==> src/rtl/key_debounce.sv <==
// Per-key push-button conditioning: 2-FF sync, debounce FSM, level/press/release/auto-repeat.
// Latency 2+DEBOUNCE_CYC cycles from a stable raw edge; no backpressure, all outputs registered.
module key_debounce #(
    parameter int KEYS             = 2,
    parameter int DEBOUNCE_CYC     = 1000000,
    parameter int REPEAT_DELAY_CYC = 50000000,
    parameter int REPEAT_RATE_CYC  = 10000000,
    parameter int ACTIVE_LOW       = 1
) (
    input  logic            clk100_i,
    input  logic            rstn_i,
    input  logic [KEYS-1:0] key_i,
    output logic [KEYS-1:0] key_level_o,
    output logic [KEYS-1:0] key_press_o,
    output logic [KEYS-1:0] key_release_o,
    output logic [KEYS-1:0] key_repeat_o
);

    localparam int   CW      = (DEBOUNCE_CYC > 1) ? $clog2(DEBOUNCE_CYC + 1) : 1;
    localparam int   RMAX    = (REPEAT_DELAY_CYC > REPEAT_RATE_CYC) ? REPEAT_DELAY_CYC : REPEAT_RATE_CYC;
    localparam int   RW      = (RMAX > 1) ? $clog2(RMAX + 1) : 1;
    localparam logic REL_BIT = (ACTIVE_LOW != 0);
    localparam logic RPT_ON  = (REPEAT_DELAY_CYC > 0);

    typedef enum logic [1:0] {IDLE, DB_PRESS, HELD, DB_RELEASE} state_t;

    logic [KEYS-1:0] sync1;
    logic [KEYS-1:0] sync2;
    logic [KEYS-1:0] pressed;

    // Sync FFs reset to the released level so reset never looks like a press.
    always_ff @(posedge clk100_i) begin
        if (!rstn_i) begin
            sync1 <= {KEYS{REL_BIT}};
            sync2 <= {KEYS{REL_BIT}};
        end else begin
            sync1 <= key_i;
            sync2 <= sync1;
        end
    end

    assign pressed = REL_BIT ? ~sync2 : sync2;

    for (genvar k = 0; k < KEYS; k++) begin : g_key
        state_t        state, state_nxt;
        logic [CW-1:0] cnt, cnt_nxt;
        logic [RW-1:0] rpt, rpt_nxt, rpt_inc, rpt_target;
        logic          rpt_first, rpt_first_nxt;
        logic          level, level_nxt;
        logic          press, press_nxt;
        logic          release_p, release_nxt;
        logic          repeat_p, repeat_nxt;

        always_ff @(posedge clk100_i) begin
            if (!rstn_i) begin
                state     <= IDLE;
                cnt       <= '0;
                rpt       <= '0;
                rpt_first <= 1'b0;
                level     <= 1'b0;
                press     <= 1'b0;
                release_p <= 1'b0;
                repeat_p  <= 1'b0;
            end else begin
                state     <= state_nxt;
                cnt       <= cnt_nxt;
                rpt       <= rpt_nxt;
                rpt_first <= rpt_first_nxt;
                level     <= level_nxt;
                press     <= press_nxt;
                release_p <= release_nxt;
                repeat_p  <= repeat_nxt;
            end
        end

        // rpt holds completed HELD cycles; a pulse fires when this cycle reaches the target.
        assign rpt_inc    = rpt + 1'b1;
        assign rpt_target = rpt_first ? RW'(REPEAT_RATE_CYC) : RW'(REPEAT_DELAY_CYC);

        always_comb begin
            state_nxt     = state;
            cnt_nxt       = cnt;
            rpt_nxt       = rpt;
            rpt_first_nxt = rpt_first;
            level_nxt     = level;
            press_nxt     = 1'b0;
            release_nxt   = 1'b0;
            repeat_nxt    = 1'b0;
            case (state)
                IDLE: begin
                    if (pressed[k]) begin
                        state_nxt = DB_PRESS;
                        cnt_nxt   = '0;
                    end
                end
                DB_PRESS: begin
                    if (!pressed[k]) begin
                        state_nxt = IDLE;
                    end else if (cnt == CW'(DEBOUNCE_CYC - 1)) begin
                        state_nxt     = HELD;
                        press_nxt     = 1'b1;
                        level_nxt     = 1'b1;
                        rpt_nxt       = '0;
                        rpt_first_nxt = 1'b0;
                    end else begin
                        cnt_nxt = cnt + 1'b1;
                    end
                end
                HELD: begin
                    if (!pressed[k]) begin
                        state_nxt = DB_RELEASE;
                        cnt_nxt   = '0;
                    end else if (RPT_ON) begin
                        if (rpt_inc == rpt_target) begin
                            repeat_nxt    = 1'b1;
                            rpt_nxt       = '0;
                            rpt_first_nxt = 1'b1;
                        end else begin
                            rpt_nxt = rpt_inc;
                        end
                    end
                end
                DB_RELEASE: begin
                    if (pressed[k]) begin
                        // Bounce during release: back to held, repeat restarts from the initial delay.
                        state_nxt     = HELD;
                        rpt_nxt       = '0;
                        rpt_first_nxt = 1'b0;
                    end else if (cnt == CW'(DEBOUNCE_CYC - 1)) begin
                        state_nxt   = IDLE;
                        release_nxt = 1'b1;
                        level_nxt   = 1'b0;
                    end else begin
                        cnt_nxt = cnt + 1'b1;
                    end
                end
                default: state_nxt = IDLE;
            endcase
        end

        assign key_level_o[k]   = level;
        assign key_press_o[k]   = press;
        assign key_release_o[k] = release_p;
        assign key_repeat_o[k]  = repeat_p;
    end

endmodule

==> config.mk <==
export PLATFORM = sky130hd
export DESIGN_NAME = key_debounce
export DESIGN_NICKNAME = d
export VERILOG_FILES = /design/src/rtl/key_debounce.sv
export SDC_FILE = /design/constraint.sdc
export NUM_CORES = 1
export LEC_CHECK = 0
export CAP_MARGIN = 20
export CORE_ASPECT_RATIO = 0.75
export CORE_MARGIN = 5
export CORE_UTILIZATION = 55
export CTS_BUF_LIST = sky130_fd_sc_hd__clkbuf_16
export CTS_CLUSTER_DIAMETER = 100
export DETAILED_ROUTE_END_ITERATION = 10
export DONT_BUFFER_PORTS = 1
export PLACE_DENSITY = 0.78
export SYNTH_ARGS = -nofsm -noshare
export SYNTH_HDL_FRONTEND = slang
export SYNTH_SLANG_ARGS = --single-unit
==> constraint.sdc <==
create_clock -name clk100_i -period 6.6 [get_ports clk100_i]
set_clock_uncertainty 0.1 [all_clocks]
set_input_delay 1.98 -clock clk100_i [delete_from_list [all_inputs] [get_ports clk100_i]]
set_output_delay 1.98 -clock clk100_i [all_outputs]
set_load 0.02 [all_outputs]
# Word level (Yosys, flattened, before mapping)
# Index checks and enable logic that the tools add are counted.
dict set report classes {
  n_addsub 4
  eq_ne 32
  mux 64
  bitwise_logic 4
  reduce_logical 22
}
# op count
set ops {}
lappend ops {{$mux W26} 12}
lappend ops {{$mux W20} 10}
lappend ops {{$pmux W20 S4} 2}
lappend ops {{$pmux W26 S3} 2}
lappend ops {{$add A26 B1 Y26 const B} 2}
lappend ops {{$eq A26 B26 Y1} 2}
lappend ops {{$add A20 B1 Y20 const B} 2}
lappend ops {{$eq A20 B20 Y1 const B} 2}
lappend ops {{$ne A2 B2 Y1 const B} 18}
lappend ops {{$mux W2} 12}
lappend ops {{$mux W1} 20}
lappend ops {{$reduce_and A5 Y1} 4}
lappend ops {{$pmux W2 S4} 2}
lappend ops {{$reduce_and A4 Y1} 4}
lappend ops {{$ne A3 B3 Y1 const B} 4}
lappend ops {{$reduce_and A3 Y1} 4}
lappend ops {{$reduce_and A6 Y1} 2}
lappend ops {{$eq A2 B2 Y1 const B} 4}
lappend ops {{$pmux W1 S3} 2}
lappend ops {{$reduce_bool A3 Y1} 2}
lappend ops {{$reduce_or A3 Y1} 2}
lappend ops {{$eq A2 B1 Y1 const B} 2}
lappend ops {{$logic_not A2 Y1} 2}
lappend ops {{$pmux W1 S2} 2}
lappend ops {{3 further kinds} 6}
dict set report totals {
  ff_bits 110
  input_bits 4
  output_inout_bits 8
  wordCells 144
}

# Longest topological paths before layout
dict set report depth {
  depth_word 5
  mapped_depth 13
  mapped_depth_nobuf 9
}

# Worst setup path after synthesis
# Ideal clock, no wire load.
dict set report synth_path {
  path_type {flip-flop to flip-flop}
  from {register g_key[0].rpt[0]}
  to {register g_key[0].rpt[23]}
  setup_time_ns 0.115
  arrival_time_ns 3.208
  t_required_ns 6.385
  path_slack_ns 3.177
  stages_incl_launch_ff 14
  n_path_buf 4
  synth_period_minus_slack_ns 3.423
  cell_sequence {dfxtp_1 > ha_1 > clkbuf_1 > nand3_1 > or4_1 > buf_2 > xnor2_2 > a2111oi_0 > mux2i_1 > or4_1 > buf_6 > a31oi_4 > buf_6 > nor2_1}
}
dict set report synth_via {
  elab_chain_len 5
}
# item line
set synth_rtl {}
lappend synth_rtl {{start: declaration} 47} ;# logic [RW-1:0] rpt, rpt_nxt, rpt_inc, rpt_target;
lappend synth_rtl {{start signal: assignment} 67} ;# rpt <= rpt_nxt;
lappend synth_rtl {{$add A26 B1 Y26 *} 77} ;# assign rpt_inc = rpt + 1'b1;
lappend synth_rtl {{$eq A26 B26 Y1} 114} ;# if (rpt_inc == rpt_target) begin
lappend synth_rtl {{$mux W26 *} 114}
lappend synth_rtl {{$mux W26 *} 110} ;# if (!pressed[k]) begin
lappend synth_rtl {{$pmux W26 S3 *} 89} ;# case (state)
# Every way passes the cells marked *; elsewhere a longest branch is shown, timed or not. The select of a mux whose other input is x is not followed.
# A chain may end at the register's enable or synchronous reset.

# Final worst setup path
dict set report layout_path {
  from {register g_key[0].rpt[0]}
  to {register g_key[0].rpt[15]}
}
# The elaborated chain is that of the path after synthesis.

==> out/results.txt <==
Post-synth EDFFs: 0
Worst-Skew Late Latency: 0.35 ns
Synthesized Nets: 769
Syn Inst Count: 761
Cell Pwr Density: 195.7 nW/um2
Fin nets: 737
Critical Path AT: 4.10 ns
Residual DRC count: 0
Clock sinks: 110
Vias per Instance: 6.254
Starting Density: 56.23%
FP Rows: 33
Root buf cell: clkbuf_16
Peak supply drop: 0.1727 mV
Avg Synthesized Cell Area: 8.084 um2
Antenna violations before repair: 0
Most numerous cell in the Yosys netlist: dfxtp_1
Final total power: 1260 uW
YS warnings: 0
RR Endpoint: g_key[0].rpt[15]$_SDFFE_PN0P_
DRT antenna net count: 0
Setup TNS: 0 ns
CP startpoint kind: flip-flop
Tcrit/Tclk final: 60.36%
Remaining Overflow, GRT: 0
Sequential fraction of the synthesis area: 35.79%
WL per Instance: 16.21 um
Clk slew on worst S/H paths: 0.07 ns
Setup Fix Bufs, Post-CTS: 0
Max Slew Vio Count: 0
Gpl congestion: 0.9434
Number of global-route vias before repair: 5071
Syn Std Cell Area: 6152 um2
Num CTS Buffers: 9
H-Tree Depth: 3
Hold_ws: 0.3181 ns
Synth area leaders: dfxtp_1 36%, xor2_1 7.5%, nor2_1 5.3%
First-pass iteration count of the detailed router: 5
CTS tree: yes
Post-cts sizing count: 0
Initial DRC Count: 646
Largest net degree at the start of global routing: 35
Number of I/O pins: 12
Final setup violation count: 0
Share of the synthesized area in the top cell type: 35.79%
# diodes: 0
Gr usage total: 21.16%
Global-route wire length before repair: 23960 um
Synthesized flop and latch total: 110
Routed wire length: 14150 um
Min-delay worst type: flip-flop to flip-flop
Seq pwr share: 53.1%
Worst R2R Start: g_key[0].rpt[0]$_SDFFE_PN0P_
Setup CP Type: flip-flop to flip-flop
Netlist cell types: 76
FF-to-FF setup slack: 2.62 ns
Pleak: 0.002161 uW
Least-Margin Pin Slew: 1.028 ns
Fin cells: 873
Hold Buf Count CTS: 0
Setup crit end: g_key[0].rpt[15]$_SDFFE_PN0P_
Die width: 132.1 um
Switch share: 20.48%
P_sw: 258.1 uW
Pint: 1002 uW
Crit path from: g_key[0].rpt[0]$_SDFFE_PN0P_
Area Growth Syn to Fin: 4.718%
Share of post-route cells with drive strength above 1: 4.775%
Worst path required time: 6.72 ns
RSZ-0062 raised after global routing: no
DP Cell Count: 857
Clock network power share: 45.4%
FF-to-FF path depth: 9
Area leader, netlist: dfxtp_1
Routed vias: 5460
DIE AREA: 13420 um2
Max cap viols: 0
Fin. Hold Viols: 0
Top cells by count, synth: 110 x dfxtp_1, 87 x nor2_1, 62 x nand2_1
Combinational share of power: 1.6%
Fmax: 251.0 MHz
Core footprint: 10940 um2
IO Port Bufs: 0
Fin crit period: 3.984 ns
CP Capture Type: flip-flop
Hpwl dp: 10120 um
Rel. slew slack: 30.91%
Max clock buf depth: 2
Crit Path Max Fanout: 14
Outcome: finished, final reports clean
Die H: 101.6 um
Final WS setup: 2.616 ns
Top FF cell, synth: dfxtp_1
Async SR Flop Fraction: 0%
Place WS: 2.702 ns
[registers in the layout, summed over array words and instances, names as in the netlist, named ones only]
register and flops:
g_key.rpt 52, g_key.cnt 40, g_key.press 2, g_key.rpt_first 2, g_key.repeat_p 2, g_key.state 2, g_key.release_p 2, g_key.level 2
sync2 2, sync1 2
[power groups by stage]
| stage | combinational, uW | sequential [uW] | clock (uW) |
|---|---|---|---|
| 4_1_cts | 19.7 | 669 | 582 |
| 6_report | 19.7 | 669 | 572 |
| 3_3_place_gp | 17.9 | 684 | 0 |
| 3_5_place_dp | 19.5 | 684 | 0 |
| 5_1_grt | 21.4 | 669 | 614 |
| 2_1_floorplan | 20.3 | 681 | 0 |
[worst max-delay path: stages, from the launching register on]
cell and delay, ns:
dfxtp_1 0.46, ha_1 0.37, nand3_1 0.24, or4_1 0.59, xnor2_2 0.19, a2111oi_0 0.37
mux2i_1 0.15, or4_1 0.76, a31oi_4 0.51, nor2_1 0.11
[layout make-up]
class	instances	area (um2)
Multi-Input combinational cell	584	3638
Tap cell	140	175.2
Sequential cell	110	2202
Clock inverter	6	85.08
Clock buffer	9	225.2
Timing Repair Buffer	5	45.04
Inverter	19	71.32
Fill cell	934	4499
[cells by family (layout without fill, tap and decap cells)]
logic type	Yosys count	count (layout)	synth area share, %
simple gates	375	375	32.26
mux	5	5	0.8135
fa+ha+maj	4	4	0.8135
buf+inv	67	39	5.064
compound gates	115	115	13.04
xor+xnor	85	85	12.22
flops	110	110	35.79
[layout by cell type (no fill, tap or decap), types with 5 or more instances in the layout]
cell,synthesis,final
nand4_1,30,30
mux2i_1,5,5
a211oi_1,5,5
xnor2_1,31,31
nor2b_1,8,8
and2_1,14,14
dfxtp_1,110,110
clkbuf_16,0,9
or3_1,11,11
nand2_1,62,62
nand2b_1,8,8
a31oi_1,8,8
nand3_1,48,48
and4_1,7,7
nor4b_1,7,7
inv_1,19,21
a21o_1,6,6
nor3_1,25,25
xor2_1,53,53
nor4_1,14,14
a21oi_1,21,21
or4_1,6,6
and3_1,27,27
o21ai_0,23,22
nor2_1,87,87
[per-stage QoR]
stage	cell area, um2	util, %
after floorplan	6152	-
after global placement	6110	55.84
after detailed placement	6121	55.94
after CTS	6431	58.78
after global routing	6442	58.88
final	6442	58.88
[how the worst min path moves through the flow]
| stage | from | to | slack, ns | depth (start not counted) |
|---|---|---|---|---|
| final | sync1[0]$_SDFF_PN1_ | sync2[0]$_SDFF_PN1_ | 0.32 | 1 |
| after global routing | sync1[0]$_SDFF_PN1_ | sync2[0]$_SDFF_PN1_ | 0.33 | 1 |
| after CTS | sync1[0]$_SDFF_PN1_ | sync2[0]$_SDFF_PN1_ | 0.32 | 1 |
| after detailed placement | sync1[0]$_SDFF_PN1_ | sync2[0]$_SDFF_PN1_ | 0.31 | 1 |
| after global placement | sync1[0]$_SDFF_PN1_ | sync2[0]$_SDFF_PN1_ | 0.30 | 1 |
| after floorplan | sync1[0]$_SDFF_PN1_ | sync2[0]$_SDFF_PN1_ | 0.29 | 1 |
[metal layers]
metal  track usage [%]  part of all wire, %
met5                 0                    0
met4             5.455                  1.7
met3             5.511                  7.9
met2             34.26                   45
met1             28.41                   46
Note: power is estimated with default switching activity, not from simulation.
